--- src/rtl/aes_round_key_store_128.sv ---
// Round-key store between AES-128 key expansion and the iterative round core.
// Captures the NR+1 expanded keys once and replays them forward (encrypt) or reverse (decrypt).
module aes_round_key_store_128 #(
   parameter int unsigned NR = 10,
   parameter int unsigned KW = 128
) (
   input  logic          clk,
   input  logic          reset,
   input  logic          load_start,
   input  logic          kx_rdy,
   input  logic [KW-1:0] kx_subkey,
   input  logic          rd_start,
   input  logic          rd_decrypt,
   input  logic          rd_stall,
   output logic [KW-1:0] round_key,
   output logic [3:0]    round_idx,
   output logic          rd_valid,
   output logic          rd_last,
   output logic          keys_valid,
   output logic          load_err
);

   localparam int unsigned   IW       = 4;
   localparam logic [IW-1:0] LAST_IDX = IW'(NR);

   typedef enum logic [1:0] {
      S_IDLE,
      S_LOADING,
      S_READY,
      S_READ
   } state_e;

   state_e        state_q;
   logic [IW-1:0] wp_q;
   logic [IW-1:0] rp_q;
   logic          dec_q;
   logic [KW-1:0] mem_q [NR+1];
   logic [KW-1:0] round_key_q;
   logic [IW-1:0] round_idx_q;
   logic          rd_valid_q;
   logic          rd_last_q;
   logic          keys_valid_q;
   logic          load_err_q;

   // rp_q always names the next key to issue; a replay start issues its first key directly.
   logic          issue_dec;
   logic [IW-1:0] issue_idx;
   logic          issue_term;
   logic [IW-1:0] issue_next;

   always_comb begin
      issue_dec  = (state_q == S_READ) ? dec_q : rd_decrypt;
      issue_idx  = (state_q == S_READ) ? rp_q  : (rd_decrypt ? LAST_IDX : IW'(0));
      issue_term = issue_dec ? (issue_idx == IW'(0)) : (issue_idx == LAST_IDX);
      issue_next = issue_idx;
      if (!issue_term) begin
         issue_next = issue_dec ? (issue_idx - IW'(1)) : (issue_idx + IW'(1));
      end
   end

   // Control FSM, register file writes and registered replay outputs.
   always_ff @(posedge clk) begin
      if (reset) begin
         state_q      <= S_IDLE;
         wp_q         <= '0;
         rp_q         <= '0;
         dec_q        <= 1'b0;
         round_key_q  <= '0;
         round_idx_q  <= '0;
         rd_valid_q   <= 1'b0;
         rd_last_q    <= 1'b0;
         keys_valid_q <= 1'b0;
         load_err_q   <= 1'b0;
      end else begin
         load_err_q <= 1'b0;
         if (load_start) begin
            // A new load always wins and kills any replay of the old key set.
            mem_q[0]     <= kx_subkey;
            wp_q         <= IW'(1);
            keys_valid_q <= 1'b0;
            rd_valid_q   <= 1'b0;
            rd_last_q    <= 1'b0;
            state_q      <= S_LOADING;
         end else begin
            case (state_q)
               S_IDLE, S_READY: begin
                  if (rd_start) begin
                     if (keys_valid_q) begin
                        dec_q       <= rd_decrypt;
                        round_key_q <= mem_q[issue_idx];
                        round_idx_q <= issue_idx;
                        rd_valid_q  <= 1'b1;
                        rd_last_q   <= issue_term;
                        rp_q        <= issue_next;
                        state_q     <= S_READ;
                     end else begin
                        load_err_q <= 1'b1;
                     end
                  end
               end
               S_LOADING: begin
                  if (rd_start) begin
                     load_err_q <= 1'b1;
                  end
                  if (kx_rdy) begin
                     mem_q[wp_q] <= kx_subkey;
                     wp_q        <= wp_q + IW'(1);
                     if (wp_q == LAST_IDX) begin
                        keys_valid_q <= 1'b1;
                        state_q      <= S_READY;
                     end
                  end else begin
                     load_err_q <= 1'b1;
                     state_q    <= S_IDLE;
                  end
               end
               S_READ: begin
                  if (!rd_stall) begin
                     if (rd_last_q) begin
                        rd_valid_q <= 1'b0;
                        rd_last_q  <= 1'b0;
                        state_q    <= S_READY;
                     end else begin
                        round_key_q <= mem_q[issue_idx];
                        round_idx_q <= issue_idx;
                        rd_valid_q  <= 1'b1;
                        rd_last_q   <= issue_term;
                        rp_q        <= issue_next;
                     end
                  end
               end
               default: state_q <= S_IDLE;
            endcase
         end
      end
   end

   assign round_key  = round_key_q;
   assign round_idx  = round_idx_q;
   assign rd_valid   = rd_valid_q;
   assign rd_last    = rd_last_q;
   assign keys_valid = keys_valid_q;
   assign load_err   = load_err_q;

endmodule

--- config.mk ---
export PLATFORM = sky130hd
export DESIGN_NAME = aes_round_key_store_128
export DESIGN_NICKNAME = d
export VERILOG_FILES = /design/src/rtl/aes_round_key_store_128.sv
export SDC_FILE = /design/constraint.sdc
export NUM_CORES = 2
export LEC_CHECK = 0
export BUFFER_PORTS_ARGS = -buffer_cell sky130_fd_sc_hd__buf_2
export CAP_MARGIN = 20
export CORE_UTILIZATION = 32
export DETAILED_ROUTE_END_ITERATION = 16
export GPL_TIMING_DRIVEN = 0
export PLACE_DENSITY = 0.58
export SLEW_MARGIN = 20
export SYNTH_ARGS = -nofsm -noshare
export SYNTH_HDL_FRONTEND = slang
export SYNTH_SLANG_ARGS = --single-unit
--- constraint.sdc ---
create_clock -name clk -period 17.8 [get_ports clk]
set_input_delay 2.67 -clock clk [delete_from_list [all_inputs] [get_ports clk]]
set_output_delay 2.67 -clock clk [all_outputs]
set_load 0.02 [all_outputs]
# Yosys cells after proc, flatten, opt, wreduce, memory -nomap -nowiden
# Memory sizes are Yosys's and may differ from the RTL's.
# Cells that the tools add are included.
[classes]
multipliers = 0
n_eq_ne = 16
n_reduce_logical = 16
order_cmp = 0
shift = 0
n_mux = 58
bitwise = 1
n_addsub = 3
n_div = 0
[op_table]
columns = ["op", "n"]
rows = [
  ["$mux 128", 5],
  ["$pmux 128 s2", 1],
  ["$reduce_or 128->1", 1],
  ["$mux 4", 13],
  ["$mux 1", 27],
  ["$pmux 4 s2", 2],
  ["$ne 3x3->1 const B", 5],
  ["$mux 2", 6],
  ["$ne 2x2->1 const B", 5],
  ["$reduce_and 5->1", 2],
  ["$add 4x1->4 const B", 2],
  ["$eq 4x4->1 const B", 2],
  ["$reduce_and 4->1", 2],
  ["$pmux 1 s2", 3],
  ["$pmux 2 s3", 1],
  ["$reduce_and 6->1", 1],
  ["$reduce_bool 2->1", 3],
  ["$eq 2x2->1 const B", 2],
  ["$logic_not 4->1", 1],
  ["$ne 4x4->1 const B", 1],
  ["$reduce_and 2->1", 2],
  ["$reduce_or 2->1", 2],
  ["$sub 4x1->4 const B", 1],
  ["$reduce_and 3->1", 1],
  ["3 further kinds", 3],
]
[totals]
mem_bits_ro = 0
ram_bits = 1408
regBits = 147
out_inout_bits = 136
mem_count = 1
latch_bits = 0
input_bits = 135
wordCells = 107
[mem_list]
columns = ["memory", "depth", "width", "read_ports", "rd_ports_with_merged_regs", "wr", "line_no", "rtl"]
rows = [
  ["mem_q", 11, 128, 1, 0, 1, "37", "logic [KW-1:0] mem_q [NR+1];"],
]

# Longest topological paths before layout
[logic_depth]
ltp_word = 8
mapped_depth = 10
depth_no_buf = 7

# Least setup slack after synthesis
# OpenSTA, ideal clock, no wires.
[synth_timing]
path_type = "input -> register"
start = "input kx_rdy"
end = "memory mem_q[4][0], enable pin"
path_slack_ns = 1.696
cell_stages = 4
required_ns = 16.872
path_buffers = 1
arrival_time_ns = 15.176
setup_time_ns = 0.928
path_cell_list = "and3b_1 > buf_2 > nand3_1 > nor4_1"
[synth_between]
elab_chain_cells = 7
word_cells_on_any_way = 8
cone_classes = "mux (7); reduce/logical (1)"
[synth_rtl]
columns = ["item", "line_no", "rtl"]
rows = [
  ["start, declared", "10", "input logic kx_rdy,"],
  ["$mux 1 (*)", "105", "if (kx_rdy) begin"],
  ["$mux 1 (*)", "85", "case (state_q)"],
  ["$mux 1 (*)", "76", "if (load_start) begin"],
  ["$mux 1 (*)", "63", "if (reset) begin"],
  ["$mux 1 (implied by the code) (*)", "106", "mem_q[wp_q] <= kx_subkey;"],
  ["$reduce_or 128->1 (no line)", "n/a", ""],
  ["$mux 4 (no line) / $mux 1 (equally long branches)", "n/a", ""],
  ["end, declared", "37", ""],
]
# Every way passes the cells marked *; elsewhere a longest branch is shown, timed or not.

==> results.md <==
- Root Buffer Master: clkbuf_16
- Detail Route Antenna Nets: 0
- Number of synthesized flops with an enable pin: roughly 1400
- CP peak stage delay: roughly 1.0 ns
- Drt first pass iters: 6
- Final #Nets: 4725
- Dpl ws: around 12 ns
- Static leakage power: 26.2 nW
- Sequential area share after synthesis: just over 70%
- Total Routing Usage GR: between 10% and 20%
- Die area: approximately 0.20 mm^2
- Area grow syn2layout: 18.1%
- Worst EP required: ~19 ns
- IR drop worst, VDD: between 0.06 and 0.07 mV
- Worst Path Arrival: approximately 6.3 ns
- CP Max Fanout: 10
- Syn Std Cell Area: 0.0626 mm^2
- Family with the most delay on the worst path: buffers and inverters
- Seq cells post-synth: ~1600
- CP Capture Type: flip-flop
- DR vias/cell: 5.40
- Yosys warning total: 0
- Worst setup margin: roughly 12 ns
- Setup CP Type: input port to flip-flop
- Slew Limit Fails: 0
- Final setup viols: 0
- Final hold vios: 0
- CTS Hold Bufs: 0
- Peak Freq: roughly 180 MHz
- H-Tree Depth: 4
- Syn_nets: 4143
- Post-detailed-routing wire length: around 190000 um
- Synthesized area per cell: 15.6 um^2
- Setup Fix Bufs, Post-CTS: 0
- PortBufs: between 200 and 300
- Total core area: around 0.19 mm^2
- CP startpoint kind: input port
- Reg area: roughly 0.045 mm^2
- Hpwl dp: about 130000 um
- Vias in the first global route: 39186
- Crit-path cells: buf_2, or2_2, clkbuf_1, a21oi_1, buf_2, clkbuf_1, a21oi_1, a31oi_1
- Worst hold-check path type: flip-flop to flip-flop
- Critical path's slowest cell: a21oi_1
- Routed len/inst: approximately 26 um
- Cts repair resizes: 0
- Die Wd: ~440 um
- Die Y-Extent: roughly 440 um
- Vias: just under 40000
- Rel. slew slack: around 17%
- Max Root-Sink Buffers: 3
- Gpl congestion: just over 0.8
- Clock slew at reported path FFs: around 0.060 ns
- Tightest Pin Transition: roughly 1.2 ns
- Initial Utilization: roughly a third
- Worst Skew: 0.0225 ns
- PD cells: approximately 100 mW/mm^2
- Remaining DRCs: 0
- Multi-input gate area: between 0.01 and 0.015 mm^2
- Row count: roughly 160
- Asr flop ratio synth: 0%
- CTS Buf Count: 153
- Largest net degree at the start of global routing: 26
- Filler instances: 18047
- RSZ-0062 raised after global routing: no
- Min Hold Slack: ~0.5 ns
- CTS tree: built
- Yosys cell types: about 60
- Max-Cap Viols: 0
- Share of cells above drive strength 1: approximately a fifth
- Tcrit/Tclk final: 31.2%
- Initial antenna violation count: just over 40
- Initial DRC Count: around 3700
- Worst-skew pair later-pin latency: between 0.7 and 0.8 ns
- Status: complete, no violations
- First-pass GRT wire length: approximately 270000 um
- # IOs: between 200 and 300
- Syn Inst Count: 4005
- Critical path buffer and inverter count: 4
- Grt ovf: 0
- Post-route minimum period: ~5.5 ns
- Main synth FF type: edfxtp_1
- Setup slack, reg-to-reg: between 10 and 15 ns
- CTS Sinks: ~1600
[per-stage QoR]
step	cell area, um^2	power, mW	instances	utilization (%)	TNS (ns)
2_1_floorplan	62600	4.23	4005	-	0
3_3_place_gp	67100	4.39	6801	34.7	-3909.68
3_5_place_dp	68800	4.39	6958	35.6	0
4_1_cts	73900	7.62	7242	38.2	0
5_1_grt	73900	7.77	7246	38.2	0
6_report	73900	7.57	7247	38.2	0
[per-layer routing]
metal	GRT usage (%)	vias to the layer above	share of wire (%)
met5	0	-	0.18
met4	8.62	54	4.6
met3	4.01	369	6.4
met2	31.8	1351	49
met1	23.1	19792	40
li1	-	17545	-
[layout make-up]
| type | count | area share [%] |
|---|---|---|
| diodes | 5 | 0.0169 |
| multi-input cells | 1791 | 19.8 |
| plain buffers | 396 | 2.45 |
| clock inverters | 62 | 0.836 |
| inverters | 263 | 1.34 |
| well taps | 2526 | 4.28 |
| clock buffers | 222 | 5.98 |
| flip-flops and latches | 1555 | 61.2 |
| repair buffers | 427 | 4.08 |
[sequential cells by signal, indices dropped and copies added, names as in the netlist]
register / flops
rd_valid: 1
wp_q: 4
dec_q: 1
load_err: 1
state_q: 2
keys_valid: 1
rd_last: 1
mem_q: 1408
rp_q: 4
round_key: 128
round_idx: 4
[worst register-to-register path, delay by kind of cell (launching register included)]
family                 cells  cell delay, ns
flip-flops                 1            0.31
buffers and inverters     11            2.54
AND/OR/NAND/NOR            4            1.50
[cells in the mapped netlist (all sizes together) (3+ instances only)]
library cell | count | area [um^2]
edfxtp | 1408 | 42300
nand2 | 8 | 32.5
a211o | 129 | 1130
or4 | 128 | 961
xnor2 | 3 | 26.3
o21ai | 6 | 30.0
o2111a | 128 | 1440
clkbuf | 205 | 785
or3 | 3 | 18.8
nand3b | 4 | 30.0
a211oi | 131 | 983
and4 | 129 | 1130
buf | 191 | 1010
mux2i | 256 | 2560
nand3 | 7 | 40.0
a21oi | 142 | 711
nor2 | 27 | 101
nor2b | 3 | 18.8
ha | 3 | 37.5
a2bb2oi | 128 | 1120
nand4 | 257 | 1610
nand2b | 6 | 37.5
a31oi | 127 | 795
o221a | 128 | 1440
inv | 263 | 987
dfxtp | 147 | 2940
nor3 | 4 | 20.0
[where the power goes]
part	leakage [nW]	switching, mW	internal, mW
clock	2.48	1.38	1.87
combinational	9.78	0.218	0.0886
sequential	13.9	0.00606	4.00
total	26.2	1.61	5.96
[cells by family after synthesis]
family	share of synthesized area (%)
simple gates	6.56
mux	4.09
fa+ha+maj	0.0600
buf+inv	4.45
compound gates	12.5
flops	72.3
xor+xnor	0.0700
[path summary, 6_finish.rpt]
| path | from | to | cells past startpoint |
|---|---|---|---|
| worst min-delay path | round_idx[2]$_SDFFE_PP0P_ | round_idx[2]$_SDFFE_PP0P_ | 2 |
| worst max-delay path | reset | round_key[64]$_SDFFE_PP0P_ | 8 |
| worst min register to register | round_idx[2]$_SDFFE_PP0P_ | round_idx[2]$_SDFFE_PP0P_ | 2 |
| worst max register to register | state_q[0]$_SDFFE_PP0P_ | mem_q[1][85]$_DFFE_PP_ | 15 |
[cell usage in the layout, fill, tap and decap left out, types with 131 or more instances in the layout]
| cell type | netlist | routed |
|---|---|---|
| a211oi_1 | 131 | 131 |
| a21oi_1 | 142 | 141 |
| edfxtp_1 | 1408 | 1408 |
| clkbuf_1 | 201 | 240 |
| nand4_1 | 257 | 257 |
| mux2i_1 | 256 | 256 |
| inv_1 | 262 | 262 |
| clkbuf_16 | 0 | 159 |
| buf_2 | 154 | 462 |
| dfxtp_1 | 147 | 147 |
No activity file was read; power rests on OpenSTA's default activity.
